[config.mk]
export PLATFORM = sky130hd
export DESIGN_NAME = pipe_stage_skid_flat
export DESIGN_NICKNAME = d
export VERILOG_FILES = /design/src/rtl/pipe_stage_skid_if.sv /design/src/rtl/pipe_stage_skid.sv /design/src/flat_wrapper.sv
export SDC_FILE = /design/constraint.sdc
export NUM_CORES = 1
export LEC_CHECK = 0
export BUFFER_PORTS_ARGS = -buffer_cell sky130_fd_sc_hd__buf_2
export CAP_MARGIN = 30
export CORE_ASPECT_RATIO = 1.4
export CORE_MARGIN = 2
export CORE_UTILIZATION = 45
export DETAILED_ROUTE_END_ITERATION = 8
export GPL_TIMING_DRIVEN = 0
export PLACE_DENSITY = 0.67
export SKIP_LAST_GASP = 1
export SYNTH_ARGS = -nofsm -noshare
export SYNTH_HDL_FRONTEND = slang
export SYNTH_SLANG_ARGS = --single-unit
export TNS_END_PERCENT = 5
[constraint.sdc]
create_clock -name clock -period 1.6 [get_ports clock]
set_input_delay 0.32 -clock clock [delete_from_list [all_inputs] [get_ports clock]]
set_output_delay 0.32 -clock clock [all_outputs]
set_load 0.05 [all_outputs]
[src/rtl/pipe_stage_skid_if.sv]
// pipe_stage_skid_if: valid/ready handshake bundle with payload and control lane.
//   valid : producer offers an entry
//   ready : consumer can accept
//   data  : DATA_W-bit payload
//   ctrl  : CTRL_W-bit control lane
// master = producer side, slave = consumer side.
interface pipe_stage_skid_if #(
  parameter int unsigned DATA_W = 32,
  parameter int unsigned CTRL_W = 2
) ();

  logic              valid;
  logic              ready;
  logic [DATA_W-1:0] data;
  logic [CTRL_W-1:0] ctrl;

  modport master (output valid, output data, output ctrl, input ready);
  modport slave  (input valid, input data, input ctrl, output ready);

endinterface

[src/rtl/pipe_stage_skid.sv]
// pipe_stage_skid: pipeline stage register with valid/ready handshake and a
// 2-entry skid buffer. up.ready comes straight from a flop, so there is no
// combinational path from dn.ready back upstream.
// Ports:
//   clock, nreset : clock, synchronous active-low reset
//   flush         : synchronous squash of all stored entries
//   up (slave)    : upstream valid/ready/data/ctrl
//   dn (master)   : downstream valid/ready/data/ctrl; ctrl zero on a bubble
//   occupancy     : number of stored entries (0..2)
// Optional feature macro STAGE_PERF_CNT_EN adds saturating counters
//   stall_cycles  : cycles with dn.valid=1 and dn.ready=0
//   bubble_cycles : cycles with dn.valid=0 and dn.ready=1
module pipe_stage_skid #(
  parameter int unsigned DATA_W      = 32,
  parameter int unsigned CTRL_W      = 2,
  parameter int unsigned BUBBLE_ZERO = 1,
  parameter int unsigned CNT_W       = 16
) (
  input  logic                 clock,
  input  logic                 nreset,
  input  logic                 flush,
  pipe_stage_skid_if.slave     up,
  pipe_stage_skid_if.master    dn,
  output logic [1:0]           occupancy
`ifdef STAGE_PERF_CNT_EN
  ,
  output logic [CNT_W-1:0]     stall_cycles,
  output logic [CNT_W-1:0]     bubble_cycles
`endif
);

  // State encoding doubles as the occupancy count.
  typedef enum logic [1:0] {
    EMPTY = 2'd0,
    ONE   = 2'd1,
    FULL  = 2'd2
  } state_e;

  state_e            state_q, state_d;
  logic [DATA_W-1:0] main_data_q, main_data_d;
  logic [CTRL_W-1:0] main_ctrl_q, main_ctrl_d;
  logic [DATA_W-1:0] skid_data_q, skid_data_d;
  logic [CTRL_W-1:0] skid_ctrl_q, skid_ctrl_d;

  logic main_valid;
  logic skid_valid;
  logic up_xfer;
  logic dn_xfer;

  if (CNT_W == 0) begin : g_cnt_w_check
    $error("CNT_W must be at least 1");
  end

  assign main_valid = (state_q != EMPTY);
  assign skid_valid = (state_q == FULL);
  assign up_xfer    = up.valid & up.ready;
  assign dn_xfer    = main_valid & dn.ready;

  // State and payload registers.
  always_ff @(posedge clock) begin
    if (!nreset) begin
      state_q     <= EMPTY;
      main_data_q <= '0;
      main_ctrl_q <= '0;
      skid_data_q <= '0;
      skid_ctrl_q <= '0;
    end else begin
      state_q     <= state_d;
      main_data_q <= main_data_d;
      main_ctrl_q <= main_ctrl_d;
      skid_data_q <= skid_data_d;
      skid_ctrl_q <= skid_ctrl_d;
    end
  end

  // Next-state and load logic; flush discards any incoming entry.
  always_comb begin
    state_d     = state_q;
    main_data_d = main_data_q;
    main_ctrl_d = main_ctrl_q;
    skid_data_d = skid_data_q;
    skid_ctrl_d = skid_ctrl_q;
    if (flush) begin
      state_d = EMPTY;
    end else begin
      unique case (state_q)
        EMPTY: begin
          if (up_xfer) begin
            main_data_d = up.data;
            main_ctrl_d = up.ctrl;
            state_d     = ONE;
          end
        end
        ONE: begin
          if (up_xfer && dn_xfer) begin
            main_data_d = up.data;
            main_ctrl_d = up.ctrl;
          end else if (dn_xfer) begin
            state_d = EMPTY;
          end else if (up_xfer) begin
            skid_data_d = up.data;
            skid_ctrl_d = up.ctrl;
            state_d     = FULL;
          end
        end
        FULL: begin
          if (dn_xfer) begin
            main_data_d = skid_data_q;
            main_ctrl_d = skid_ctrl_q;
            state_d     = ONE;
          end
        end
        default: state_d = EMPTY;
      endcase
    end
  end

  assign up.ready  = ~skid_valid;
  assign dn.valid  = main_valid;
  assign dn.ctrl   = main_valid ? main_ctrl_q : '0;
  assign occupancy = state_q;

  if (BUBBLE_ZERO != 0) begin : g_bubble_zero
    assign dn.data = main_valid ? main_data_q : '0;
  end else begin : g_bubble_stale
    assign dn.data = main_data_q;
  end

`ifdef STAGE_PERF_CNT_EN
  logic [CNT_W-1:0] stall_cycles_q, stall_cycles_d;
  logic [CNT_W-1:0] bubble_cycles_q, bubble_cycles_d;

  // Saturating counters, cleared by reset only.
  always_ff @(posedge clock) begin
    if (!nreset) begin
      stall_cycles_q  <= '0;
      bubble_cycles_q <= '0;
    end else begin
      stall_cycles_q  <= stall_cycles_d;
      bubble_cycles_q <= bubble_cycles_d;
    end
  end

  always_comb begin
    stall_cycles_d  = stall_cycles_q;
    bubble_cycles_d = bubble_cycles_q;
    if (main_valid && !dn.ready && (stall_cycles_q != '1)) begin
      stall_cycles_d = stall_cycles_q + CNT_W'(1);
    end
    if (!main_valid && dn.ready && (bubble_cycles_q != '1)) begin
      bubble_cycles_d = bubble_cycles_q + CNT_W'(1);
    end
  end

  assign stall_cycles  = stall_cycles_q;
  assign bubble_cycles = bubble_cycles_q;
`endif

endmodule

[src/flat_wrapper.sv]
// flat-port wrapper written by rule: the top's interface ports become plain ports
module pipe_stage_skid_flat 
#(
  parameter int unsigned DATA_W      = 32,
  parameter int unsigned CTRL_W      = 2,
  parameter int unsigned BUBBLE_ZERO = 1,
  parameter int unsigned CNT_W       = 16
)
  (clock, nreset, flush, occupancy, up_valid, up_data, up_ctrl, up_ready, dn_valid, dn_data, dn_ctrl, dn_ready);
  pipe_stage_skid_if #(.DATA_W(DATA_W), .CTRL_W(CTRL_W)) up_i ();
  pipe_stage_skid_if #(.DATA_W(DATA_W), .CTRL_W(CTRL_W)) dn_i ();
  input  logic clock;
  input  logic nreset;
  input  logic flush;
  output logic [1:0] occupancy;
  input wire logic [$bits(up_i.valid)-1:0] up_valid;
  input wire logic [$bits(up_i.data)-1:0] up_data;
  input wire logic [$bits(up_i.ctrl)-1:0] up_ctrl;
  output wire logic [$bits(up_i.ready)-1:0] up_ready;
  output wire logic [$bits(dn_i.valid)-1:0] dn_valid;
  output wire logic [$bits(dn_i.data)-1:0] dn_data;
  output wire logic [$bits(dn_i.ctrl)-1:0] dn_ctrl;
  input wire logic [$bits(dn_i.ready)-1:0] dn_ready;
  assign up_i.valid = up_valid;
  assign up_i.data = up_data;
  assign up_i.ctrl = up_ctrl;
  assign up_ready = up_i.ready;
  assign dn_valid = dn_i.valid;
  assign dn_data = dn_i.data;
  assign dn_ctrl = dn_i.ctrl;
  assign dn_i.ready = dn_ready;
  pipe_stage_skid #(.DATA_W(DATA_W), .CTRL_W(CTRL_W), .BUBBLE_ZERO(BUBBLE_ZERO), .CNT_W(CNT_W)) u_core (.clock(clock), .nreset(nreset), .flush(flush), .up(up_i), .dn(dn_i), .occupancy(occupancy));
endmodule
==> impl_metrics.tcl <==
set metrics [dict create \
    outcome "complete, but fails checks" \
    violations "setup timing" \
    synth_edf_count 0 \
    cts-root-buf "clkbuf_8" \
    place_congestion 0.740 \
    cts-buffers-inserted 9 \
    vias 2965 \
    ys_ff_latch 70 \
    setup_violations 66 \
    relSlewSlack_pct 64.1 \
    crit_arrival_ps 1380 \
    dpl.hpwl_um 5710 \
    chipWidth_um 75.8 \
    startpoint_type "flip-flop" \
    ff2ff_path_depth 7 \
    worst_skew_pair.late_latency_ps 340 \
    crit_path_start "u_core.occupancy[0]" \
    reg2reg_to "u_core.main_data_q[2]" \
    cts_hold_buf 0 \
    netlist_area_sq_mm 0.00325 \
    drt_iter0_drc 123 \
    worst_pin_slew_ps 538 \
    wl_per_cell_um 15.4 \
    p_per_area_mw_per_mm2 830 \
    p_leak_nw 1.93 \
    dieHeight_um 105 \
    fin_crit_sh_pct 106 \
    die-area_sq_mm 0.00792 \
    core-area_sq_mm 0.00698 \
    clk_pin_slew_worst_paths_ps 70 \
    fin_skew_ps 4.21 \
    yosys-top-cells-area "dfxtp_1 (43%), mux2i_1 (10%), a31o_1 (9.2%), nand2_1 (8.1%), nor2b_1 (6.6%)" \
    drive_gt1_share_pct 34.7 \
    ff2ff_setup_slack_ps -80 \
    io_buffers 75 \
    grt_pass1_wl_um 13900 \
    worst_slack_ps -101 \
    cap_violations 0 \
    rsz0062_at_grt "yes" \
    final_util_pct 65.5 \
    syn_area_per_cell_sq_um 8.94 \
    clockBufferDepth 2 \
    synthArstFlopShare_pct 0 \
    yosysTopAreaCell "dfxtp_1" \
    fmax_mhz 588 \
    grt_antenna_before_repair 0 \
    cp_data_required_time_ps 1280 \
    synth_cells 363 \
    first_global_vias 2939 \
    critical_path.max_fanout 10 \
    worstHoldStart "dn_ready" \
    critical_path_class "flip-flop to output port" \
    end_kind "output port" \
    finalSetupTns_ps -5070 \
    yosys_warnings 0 \
    grt_max_degree 12 \
    nFillCells 575 \
    cts_tree "yes" \
    cts_sinks 70 \
    synth_nets 402 \
    nets 498 \
    start_util_pct 46.5 \
    yosysSeqAreaShare_pct 43.2 \
    first_pass_iters 6 \
    r2r_start "u_core.occupancy[1]" \
    ant_nets 0 \
    ys_types 26 \
    routed_wl_um 8610 \
    drc 0 \
    antenna_cells 0 \
    yosys.area.top_type_share_pct 43.2 \
    ys.flop_type "dfxtp_1" \
    ios 77 \
    area_delta_synth_final_pct 40.9 \
    period_minus_slack_ps 1700 \
    htree_num_levels 3 \
    grt_usage_pct 22.7 \
    slew_viol_final 0 \
    overflow 0 \
    hold_viol 0 \
    ys_top_cells_by_count "dfxtp_1 (70), nand2_1 (70), a21oi_1 (35)" \
    crit_end "dn_data[10]" \
    hold_path.class "input port to flip-flop" \
    whs_ps 208 \
    ir_drop_mv 0.972 \
    routed_via_density 5.30 \
    num_rows 36 \
]
flip-flops by register name (all words and copies together) (netlist names):
register	count
u_core.main_ctrl_q	2
u_core.occupancy	2
u_core.main_data_q	32
u_core.skid_ctrl_q	2
u_core.skid_data_q	32
worst max-delay path, cell delays in order (launching register included):
cell and delay [ps]:
dfxtp_4 360, nor2_4 120, buf_12 150, clkbuf_8 200, nor2b_4 50, buf_6 140
per-stage QoR:
stage | worst slack (ps) | cells | instance area, sq um | total power [mW]
2_1_floorplan | -82.5 | 363 | 3480 | 2.19
3_3_place_gp | -306 | 533 | 3980 | 2.33
3_5_place_dp | -268 | 533 | 3980 | 2.33
4_1_cts | -101 | 557 | 4540 | 3.82
5_1_grt | -151 | 559 | 4580 | 3.95
6_report | -101 | 559 | 4580 | 3.80
worst min-delay path by stage:
stage,to,cells past startpoint,slack [ps]
2_1_floorplan,u_core.occupancy[1],1,400
3_3_place_gp,u_core.skid_data_q[12],2,440
3_5_place_dp,u_core.skid_data_q[2],2,450
4_1_cts,u_core.occupancy[1],2,190
5_1_grt,u_core.occupancy[1],2,220
6_report,u_core.occupancy[1],2,210
routing by layer:
metal,GRT usage [%],up-vias,part of all wire [%]
met1,29.0,1400,43
li1,-,1476,-
met5,0,-,0
met3,4.94,10,4.4
met4,6.39,0,1.3
met2,37.6,79,52
layout by cell type (no fill, tap or decap), types with 2 or more instances in the layout:
| cell type | n |
|---|---|
| nand2_1 | 70 |
| clkbuf_8 | 14 |
| clkinv_2 | 3 |
| a21oi_1 | 35 |
| clkbuf_16 | 3 |
| nor2b_2 | 2 |
| buf_2 | 50 |
| buf_6 | 36 |
| clkbuf_4 | 2 |
| nor2b_1 | 3 |
| clkbuf_1 | 15 |
| nor2b_4 | 29 |
| buf_8 | 4 |
| mux2i_1 | 34 |
| buf_4 | 8 |
| dfxtp_4 | 2 |
| nor4_1 | 34 |
| a31o_1 | 34 |
| nand2b_1 | 2 |
| dfxtp_1 | 68 |
logic make-up after synthesis:
| family | synth area share (%) |
|---|---|
| buffers and inverters | 6.97 |
| DFF | 43.2 |
| muxes | 10.5 |
| and+or+nand+nor | 23.5 |
| AOI/OAI and AO/OA | 15.8 |
report_power, final:
part | leakage [nW] | switching [mW] | total (mW) | internal (mW)
combinational | 1.25 | 0.305 | 0.543 | 0.238
clock | 0.106 | 0.633 | 1.43 | 0.798
sequential | 0.570 | 0.0285 | 1.82 | 1.79
total | 1.93 | 0.967 | 3.80 | 2.83
final cells by class:
cell class                      instances  area (sq um)  area share, %
Multi-Input combinational cell        255          1860           40.7
Sequential cell                        70          1410           30.8
Timing Repair Buffer                   86           692           15.1
Buffer                                 35           288           6.29
Clock buffer                           12           155           3.39
Tap cell                               95           119           2.60
Clock inverter                          4          45.0          0.984
Inverter                                2          7.51          0.164
timing repair:
action / CTS / global route
resized for setup: 75 / 5
setup buffers: 5 / 3
pin swaps: 1 / 2
gates cloned: 3 / 0
setup endpoints to repair: 38 / 99
Power figures use the tool's default switching activity.
